--- src/rtl/dmem_access_pkg.sv ---
`default_nettype none
// ============================================================================
// Module   : dmem_access_pkg
// Brief    : Shared pipeline types and constants for the memory stage.
// Revision : 1.0 - initial release
// ============================================================================
package dmem_access_pkg;

    localparam int c_DATA_W = 32;
    localparam int c_REG_W  = 5;

    localparam logic [c_DATA_W-1:0] c_ERR_DATA = 32'hDEAD_BEEF;

    typedef enum logic [1:0] {
        IDLE = 2'd0,
        BUSY = 2'd1,
        DONE = 2'd2
    } state_t;

endpackage
`default_nettype wire

--- src/rtl/dmem_timer.sv ---
`default_nettype none
// ============================================================================
// Module   : dmem_timer
// Brief    : Access-wait counter; flags expiry at TIMEOUT-1 counted cycles.
// Revision : 1.0 - initial release
// ============================================================================
module dmem_timer #(
    parameter int TIMEOUT = 16
) (
    input  logic clk,
    input  logic rst,
    input  logic clr,
    input  logic en,
    output logic expired
);

    localparam int                  c_CNT_W = $clog2(TIMEOUT);
    localparam logic [c_CNT_W-1:0]  c_LAST  = c_CNT_W'(TIMEOUT - 1);

    logic [c_CNT_W-1:0] r_count;

    always_ff @(posedge clk or posedge rst) begin
        if (rst) begin
            r_count <= '0;
        end else if (clr) begin
            r_count <= '0;
        end else if (en) begin
            r_count <= r_count + c_CNT_W'(1);
        end
    end

    assign expired = (r_count == c_LAST);

endmodule
`default_nettype wire

--- src/rtl/dmem_access.sv ---
`default_nettype none
// ============================================================================
// Module   : dmem_access
// Brief    : Memory-stage req/ack data-memory controller with stall,
//            load capture and timeout abort.
// Revision : 1.0 - initial release
// ============================================================================
module dmem_access
    import dmem_access_pkg::*;
#(
    parameter int                  TIMEOUT  = 16,
    parameter logic [c_DATA_W-1:0] ERR_DATA = c_ERR_DATA
) (
    input  logic                clk,
    input  logic                rst,
    input  logic                mem_read_in,
    input  logic                mem_write_in,
    input  logic                sel_wb_in,
    input  logic                reg_rw_in,
    input  logic [c_REG_W-1:0]  addr_dst_in,
    input  logic [c_DATA_W-1:0] alu_result_in,
    input  logic [c_DATA_W-1:0] store_data_in,
    output logic                dm_req,
    output logic                dm_we,
    output logic [c_DATA_W-1:0] dm_addr,
    output logic [c_DATA_W-1:0] dm_wdata,
    input  logic [c_DATA_W-1:0] dm_rdata,
    input  logic                dm_ack,
    output logic                stall,
    output logic                sel_wb_out,
    output logic                reg_rw_out,
    output logic [c_REG_W-1:0]  addr_dst_out,
    output logic [c_DATA_W-1:0] alu_result_out,
    output logic [c_DATA_W-1:0] data_out_out,
    output logic                bus_err
);

    state_t              r_state;
    state_t              w_next_state;
    logic                w_acc;
    logic                w_stall;
    logic                w_latch;
    logic                w_capture;
    logic                w_abort;
    logic                w_expired;
    logic                r_dm_req;
    logic                r_dm_we;
    logic [c_DATA_W-1:0] r_dm_addr;
    logic [c_DATA_W-1:0] r_dm_wdata;
    logic [c_DATA_W-1:0] r_rdata;
    logic                r_bus_err;

    assign w_acc = mem_read_in | mem_write_in;

    dmem_timer #(
        .TIMEOUT (TIMEOUT)
    ) u_timer (
        .clk     (clk),
        .rst     (rst),
        .clr     (w_latch),
        .en      (r_state == BUSY),
        .expired (w_expired)
    );

    always_comb begin
        w_next_state = r_state;
        w_stall      = 1'b0;
        w_latch      = 1'b0;
        w_capture    = 1'b0;
        w_abort      = 1'b0;
        case (r_state)
            IDLE: begin
                if (w_acc) begin
                    w_stall      = 1'b1;
                    w_latch      = 1'b1;
                    w_next_state = BUSY;
                end
            end
            BUSY: begin
                w_stall = 1'b1;
                // A late ack in the expiry cycle still completes normally
                if (dm_ack) begin
                    w_capture    = 1'b1;
                    w_next_state = DONE;
                end else if (w_expired) begin
                    w_abort      = 1'b1;
                    w_next_state = DONE;
                end
            end
            DONE:    w_next_state = IDLE;
            default: w_next_state = IDLE;
        endcase
    end

    always_ff @(posedge clk or posedge rst) begin
        if (rst) begin
            r_state    <= IDLE;
            r_dm_req   <= 1'b0;
            r_dm_we    <= 1'b0;
            r_dm_addr  <= '0;
            r_dm_wdata <= '0;
            r_rdata    <= '0;
            r_bus_err  <= 1'b0;
        end else begin
            r_state <= w_next_state;
            if (w_latch) begin
                r_dm_req   <= 1'b1;
                r_dm_addr  <= alu_result_in;
                r_dm_wdata <= store_data_in;
                r_dm_we    <= mem_write_in;
            end
            if (w_capture || w_abort) begin
                r_dm_req <= 1'b0;
            end
            if (w_capture && !r_dm_we) begin
                r_rdata <= dm_rdata;
            end
            if (w_abort) begin
                r_bus_err <= 1'b1;
                if (!r_dm_we) begin
                    r_rdata <= ERR_DATA;
                end
            end
        end
    end

    // Write-back bundle becomes a bubble only through reg_rw while stalled
    assign stall          = w_stall;
    assign reg_rw_out     = reg_rw_in & ~w_stall;
    assign sel_wb_out     = sel_wb_in;
    assign addr_dst_out   = addr_dst_in;
    assign alu_result_out = alu_result_in;
    assign data_out_out   = r_rdata;
    assign dm_req         = r_dm_req;
    assign dm_we          = r_dm_we;
    assign dm_addr        = r_dm_addr;
    assign dm_wdata       = r_dm_wdata;
    assign bus_err        = r_bus_err;

endmodule
`default_nettype wire

--- config.mk ---
export PLATFORM = sky130hd
export DESIGN_NAME = dmem_access
export DESIGN_NICKNAME = d
export VERILOG_FILES = /design/src/rtl/dmem_access_pkg.sv /design/src/rtl/dmem_timer.sv /design/src/rtl/dmem_access.sv
export SDC_FILE = /design/constraint.sdc
export NUM_CORES = 1
export LEC_CHECK = 0
export ABC_AREA = 1
export BUFFER_PORTS_ARGS = -buffer_cell sky130_fd_sc_hd__buf_2
export CAP_MARGIN = 20
export CORE_ASPECT_RATIO = 1.2
export CORE_UTILIZATION = 45
export DETAILED_ROUTE_END_ITERATION = 16
export PLACE_DENSITY = 0.8
export SETUP_SLACK_MARGIN = 0.1
export SYNTH_ARGS = -nofsm -noshare
export SYNTH_HDL_FRONTEND = slang
export SYNTH_SLANG_ARGS = --single-unit
--- constraint.sdc ---
create_clock -name clk -period 4.6 [get_ports clk]
set_clock_uncertainty 0.1 [all_clocks]
set_input_delay 0.46 -clock clk [delete_from_list [all_inputs] [get_ports clk]]
set_output_delay 0.46 -clock clk [all_outputs]
set_load 0.02 [all_outputs]
==> results.toml, run 1 <==
[cells_and_area]
syn_to_final_growth_pct = 24.7
antenna_cells = 0
fin_util_pct = 58.0
drive_gt1_share_pct = 37.1
fin_nets = 813

[critical_path]
crit_slowest_cell = "nand4_2"
cp_max_fo = 39
crit_path_cell_trace = "inv_1 -> nor2_4 -> nand4_2 -> nand2_1 -> inv_1"
critical_path_class = "flop to flop"
critPathLaunchType = "flop"
end_kind = "flop"
slowest_delay_ns = 0.85
critPathArrivalTime_ns = 2.66
critPathRequiredTime_ns = 4.72
crit_top_cell = "inv_1"

[die]
row_count = 40
die_w_um = 95.1
die_area_um2 = 10800
io_pins = 247
start_util_pct = 46.5
die_y_um = 114
core_um2 = 10100

[logic_synthesis]
synth_top_area_share_pct = 56.2
yosysMostFrequentCell = "nand2_1"
synth_nets = 636
yosys_warnings = 0
ys.flop_type = "dfrtp_1"
yosys_register_bits = 105
synthTopCellsByCount = "nand2_1 (187), nand3_1 (122), dfrtp_1 (105)"
ys_seq_area_share_pct = 56.2
synth_cell_type_count = 20
synth_area_leader_cell = "dfrtp_1"
syn_avg_cell_area_um2 = 8.88
netlist_top_cells_area = "dfrtp_1 (56%), nand2_1 (15%), nand3_1 (13%), buf_4 (7.2%), buf_2 (2.0%)"
synth-edff-count = 0
syn_area_um2 = 4680
async_reset_ff_share_pct = 100
synthCells = 527

[detailed_routing]
drtPass1Iterations = 4
viasPerCell = 4.99
num_vias = 4167
drc = 0
antenna_left = 0
wirelength_um = 11200
wl_per_cell_um = 13.4
drtIter0Drc = 158

[cts]
clkTransAtPathRegs_ns = 0.07
holdBufCountCts = 0
clock_latency_ns = 0.33
post-cts-setup-buffers = 0
clockBufferDepth = 2
cts_num_sinks = 105
cts_resized = 0
cts_made_buffers = 9
cts_root_buffer = "clkbuf_16"
cts_tree = "done"
cts_max_level = 3

[run_status]
status = "completed"

[worst_hold_path]
worst_hold_path_type = "primary input to async pin"

[timing]
max_slew_margin_pct = 43.7
rsz0062_at_grt = "false"
finalSetupTns_ns = 0
hold_viol_final = 0
layout_setup_ws_ns = 2.06
finalCritPeriodShare_pct = 55.3
post-route-min-period_ns = 2.54
setup_viol = 0
fmax_ghz = 0.393
hold_ws_ns = 0.154
drv_slew = 0
worstMarginPinSlew_ns = 0.843

[placed_design]
io_buffer_count = 234
gp_congestion = 0.775
dp_hpwl_um = 7760
pre_cts_slack_ns = 2.09

[power_and_ir_drop]
p_int_mw = 2.46
p_clk_share_pct = 17.8
irDropWorstVdd_mv = 0.345
p_seq_share_pct = 36.8
switching_share_pct = 44.0
p_leak_nw = 3.46
p_per_area_nw_per_um2 = 753
finalPower_mw = 4.39
power.switching_mw = 1.93
combinationalPowerShare_pct = 45.4

[grt]
grt_overflow_total = 0
antenna_found_initial = 0
grt_pass1_wl_um = 17400
globalRouteTotalUtil_pct = 20.5
grt_max_degree = 71
first_global_vias = 3868

[job]
timing.max_cap.violations = 0
## per-stage QoR
step	instance area, um2	cells
floorplan	4680	527
global placement	5520	819
detailed placement	5520	819
CTS	5830	835
global route	5830	835
finish	5830	835
## path summary, 6_finish.rpt
kind                                               to  slack, ns                     from  depth (start not counted)
min reg2reg                   dm_addr[25]$_DFFE_PP0P_       0.37  dm_addr[25]$_DFFE_PP0P_                          2
max in group asynchronous    dm_wdata[29]$_DFFE_PP0P_       3.19                      rst                          3
min                           dm_wdata[3]$_DFFE_PP0P_       0.15                      rst                          2
max reg2reg                data_out_out[17]$_DFF_PP0_       2.06   r_state[0]$_DFFE_PP0P_                          5
max                        data_out_out[17]$_DFF_PP0_       2.06   r_state[0]$_DFFE_PP0P_                          5
min in group clk             dm_wdata[31]$_DFFE_PP0P_       0.25        store_data_in[31]                          3
## cells in the final DEF, fill, tap and decap left out
cell / Yosys / layout
inv_4: 0 / 1
nand4_2: 1 / 1
a31o_2: 1 / 1
buf_2: 19 / 234
nor2_4: 2 / 3
a21oi_1: 2 / 2
clkbuf_16: 0 / 9
buf_4: 45 / 4
nor2_2: 1 / 1
dfrtp_1: 105 / 105
nand2_1: 187 / 186
o21ai_1: 2 / 2
xor2_1: 1 / 1
inv_2: 1 / 1
clkbuf_8: 1 / 3
ha_1: 1 / 1
inv_1: 19 / 18
bufinv_16: 0 / 1
clkinv_2: 0 / 1
o21ai_0: 3 / 3
clkbuf_1: 0 / 2
nor2_1: 5 / 4
nand3_1: 122 / 122
nand2_2: 2 / 3
## cell type report
type	count	area, um2
clock buffers	14	274
clock inverters	2	35.0
fillers	906	4230
inverters	20	77.6
multi-input cells	330	1460
flip-flops and latches	105	2630
well taps	126	158
repair buffers	238	1200
## power by group through the flow
stage	sequential [mW]	combinational (mW)	clock (mW)
2_1_floorplan	2.11	0.953	0
6_report	1.61	1.99	0.784
5_1_grt	1.67	2.20	0.838
3_3_place_gp	1.61	1.96	0
4_1_cts	1.62	2.02	0.804
3_5_place_dp	1.62	2.02	0
## worst max-delay path, delay by kind of cell (launching register included)
family	cells	cell delay, ns
buf+inv	2	0.14
simple gates	3	1.77
flops	1	0.41
## metal layers
metal	vias to the layer above	wire length, um	track usage (%)
li1	1997	-	-
met1	1962	4450	23.3
met2	192	5790	37.7
met3	16	779	3.07
met4	0	204	8.48
met5	-	0	0
## state kept, by name (all words and copies together) (netlist names), named ones only
| signal | count |
|---|---|
| bus_err | 1 |
| data_out_out | 31 |
| dm_addr | 32 |
| dm_req | 1 |
| dm_wdata | 32 |
| dm_we | 1 |
| r_state | 2 |
| u_timer.r_count | 4 |
## kinds of logic after synthesis
group	count (synthesis)	synth area share [%]
xor+xnor	1	0.187
simple gates	320	29.6
buf+inv	92	12.8
flops	105	56.2
fa+ha+maj	1	0.267
compound gates	8	0.936
Note: power is estimated with default switching activity, not from simulation.
==> run 2: changes to the inputs <==
==> constraint.sdc (replaced) <==
create_clock -name clk -period 2.4 [get_ports clk]
set_clock_uncertainty 0.1 [all_clocks]
set_input_delay 0.24 -clock clk [delete_from_list [all_inputs] [get_ports clk]]
set_output_delay 0.24 -clock clk [all_outputs]
set_load 0.02 [all_outputs]
==> results.toml, run 2 (synthesized netlist as in run 1, its figures left out) <==
[run_status]
status = "completed"

[die]
io_pins = 247
start_util_pct = 46.5
row_count = 40
die_area_um2 = 10800
die_y_um = 114
core_um2 = 10100
die_w_um = 95.1

[grt]
antenna_found_initial = 0
grt_overflow_total = 0
grt_pass1_wl_um = 17900
first_global_vias = 3987
globalRouteTotalUtil_pct = 21.2
grt_max_degree = 106

[worst_hold_path]
worst_hold_path_type = "primary input to flop"
whs_path_depth = 3

[cells_and_area]
multi_input_area_um2 = 1460
seqCellArea_um2 = 2630
fin_nets = 817
drive_gt1_share_pct = 37.6
fill_cells = 894
final_cell_mix = "buf_2 (234), nand2_1 (186), nand3_1 (122)"
final_common_cell = "buf_2"
final_area_um2 = 5890
antenna_cells = 0
syn_to_final_growth_pct = 25.9
finalNonFillerCells = 839

[critical_path]
critPathArrivalTime_ns = 1.66
ff2ff_path_depth = 7
critPathRequiredTime_ns = 2.06
critPathLaunchType = "flop"
end_kind = "primary output"
critical_path_class = "flop to primary output"
cp_max_fo = 20

[power_and_ir_drop]
power.switching_mw = 3.73
p_per_area_nw_per_um2 = 1430
p_int_mw = 4.72
p_clk_share_pct = 17.6
p_leak_nw = 3.49
finalPower_mw = 8.45
p_seq_share_pct = 36.6
switching_share_pct = 44.2
combinationalPowerShare_pct = 45.8
irDropWorstVdd_mv = 0.645

[detailed_routing]
antenna_left = 0
drtPass1Iterations = 7
wl_per_cell_um = 13.5
drc = 0
wirelength_um = 11400
num_vias = 4166
drtIter0Drc = 160
viasPerCell = 4.97

[cts]
cts_root_buffer = "clkbuf_16"
cts_made_buffers = 9
cts_resized = 0
clock_latency_ns = 0.34
clkTransAtPathRegs_ns = 0.07
cts_tree = "done"
clockBufferDepth = 2
cts_num_sinks = 105
cts_max_level = 3

[timing]
hold_ws_ns = 0.0263
finalSetupTns_ns = 0
post-route-min-period_ns = 2.00
hold_viol_final = 0
rsz0062_at_grt = "false"
worstMarginPinSlew_ns = 0.640
setup_viol = 0
max_slew_margin_pct = 57.3
fmax_ghz = 0.501
finalCritPeriodShare_pct = 83.1
drv_slew = 0

[placed_design]
dp_hpwl_um = 7870
placed_cell_area_um2 = 5570
gp_congestion = 0.799
io_buffer_count = 234
dpl.cell_count = 822

[job]
timing.max_cap.violations = 0
==> run 2: area by class of cell <==
type / instances / share of cell area (%)
Clock buffer: 11 / 4.29
Clock inverter: 5 / 0.914
Inverter: 20 / 1.34
Multi-Input combinational cell: 330 / 24.8
Sequential cell: 105 / 44.6
Tap cell: 126 / 2.68
Timing Repair Buffer: 242 / 21.4
==> run 2: per-layer routing <==
layer | vias up | part of all wire, % | GRT usage [%]
met2 | 186 | 52 | 38.8
li1 | 2003 | - | -
met3 | 19 | 7.3 | 3.93
met5 | - | 0 | 0
met4 | 0 | 2.0 | 9.09
met1 | 1958 | 39 | 23.4
==> run 2: worst max-delay path, stage by stage, from the launching register on <==
cell	delay, ns
dfrtp_1	0.45
nor2_4	0.07
nand2_2	0.31
nand2_1	0.20
nor2_1	0.12
buf_2	0.17
==> run 2: timing repair <==
item	in CTS	in global routing
hold endpoints to repair	104	0
buffers inserted	0	0
hold buffers	1	0
==> run 2: stage by stage <==
stage | setup slack (ns) | utilization, %
finish | 0.405 | 58.5
global route | 0.242 | 58.5
CTS | 0.369 | 58.5
detailed placement | 0.747 | 55.4
global placement | 0.797 | 55.4
floorplan | 0.800 | -
==> run 2: final timing paths <==
check	slack, ns	from	to
setup / recovery	0.40	r_state[1]$_DFFE_PP0P_	reg_rw_out
hold reg to reg	0.37	dm_wdata[31]$_DFFE_PP0P_	dm_wdata[31]$_DFFE_PP0P_
hold / removal	0.03	store_data_in[31]	dm_wdata[31]$_DFFE_PP0P_
min in group asynchronous	0.52	rst	dm_addr[18]$_DFFE_PP0P_
setup reg to reg	0.78	r_state[0]$_DFFE_PP0P_	data_out_out[20]$_DFF_PP0_
max in group asynchronous	1.28	rst	dm_wdata[8]$_DFFE_PP0P_
==> run 2: power by group through the flow <==
stage / Clock [mW] / Sequential [mW] / Combinational [mW]
finish: 1.49 / 3.09 / 3.87
global route: 1.60 / 3.19 / 4.29
CTS: 1.53 / 3.09 / 3.92
detailed placement: 0 / 3.11 / 3.92
global placement: 0 / 3.08 / 3.79
floorplan: 0 / 4.05 / 1.83
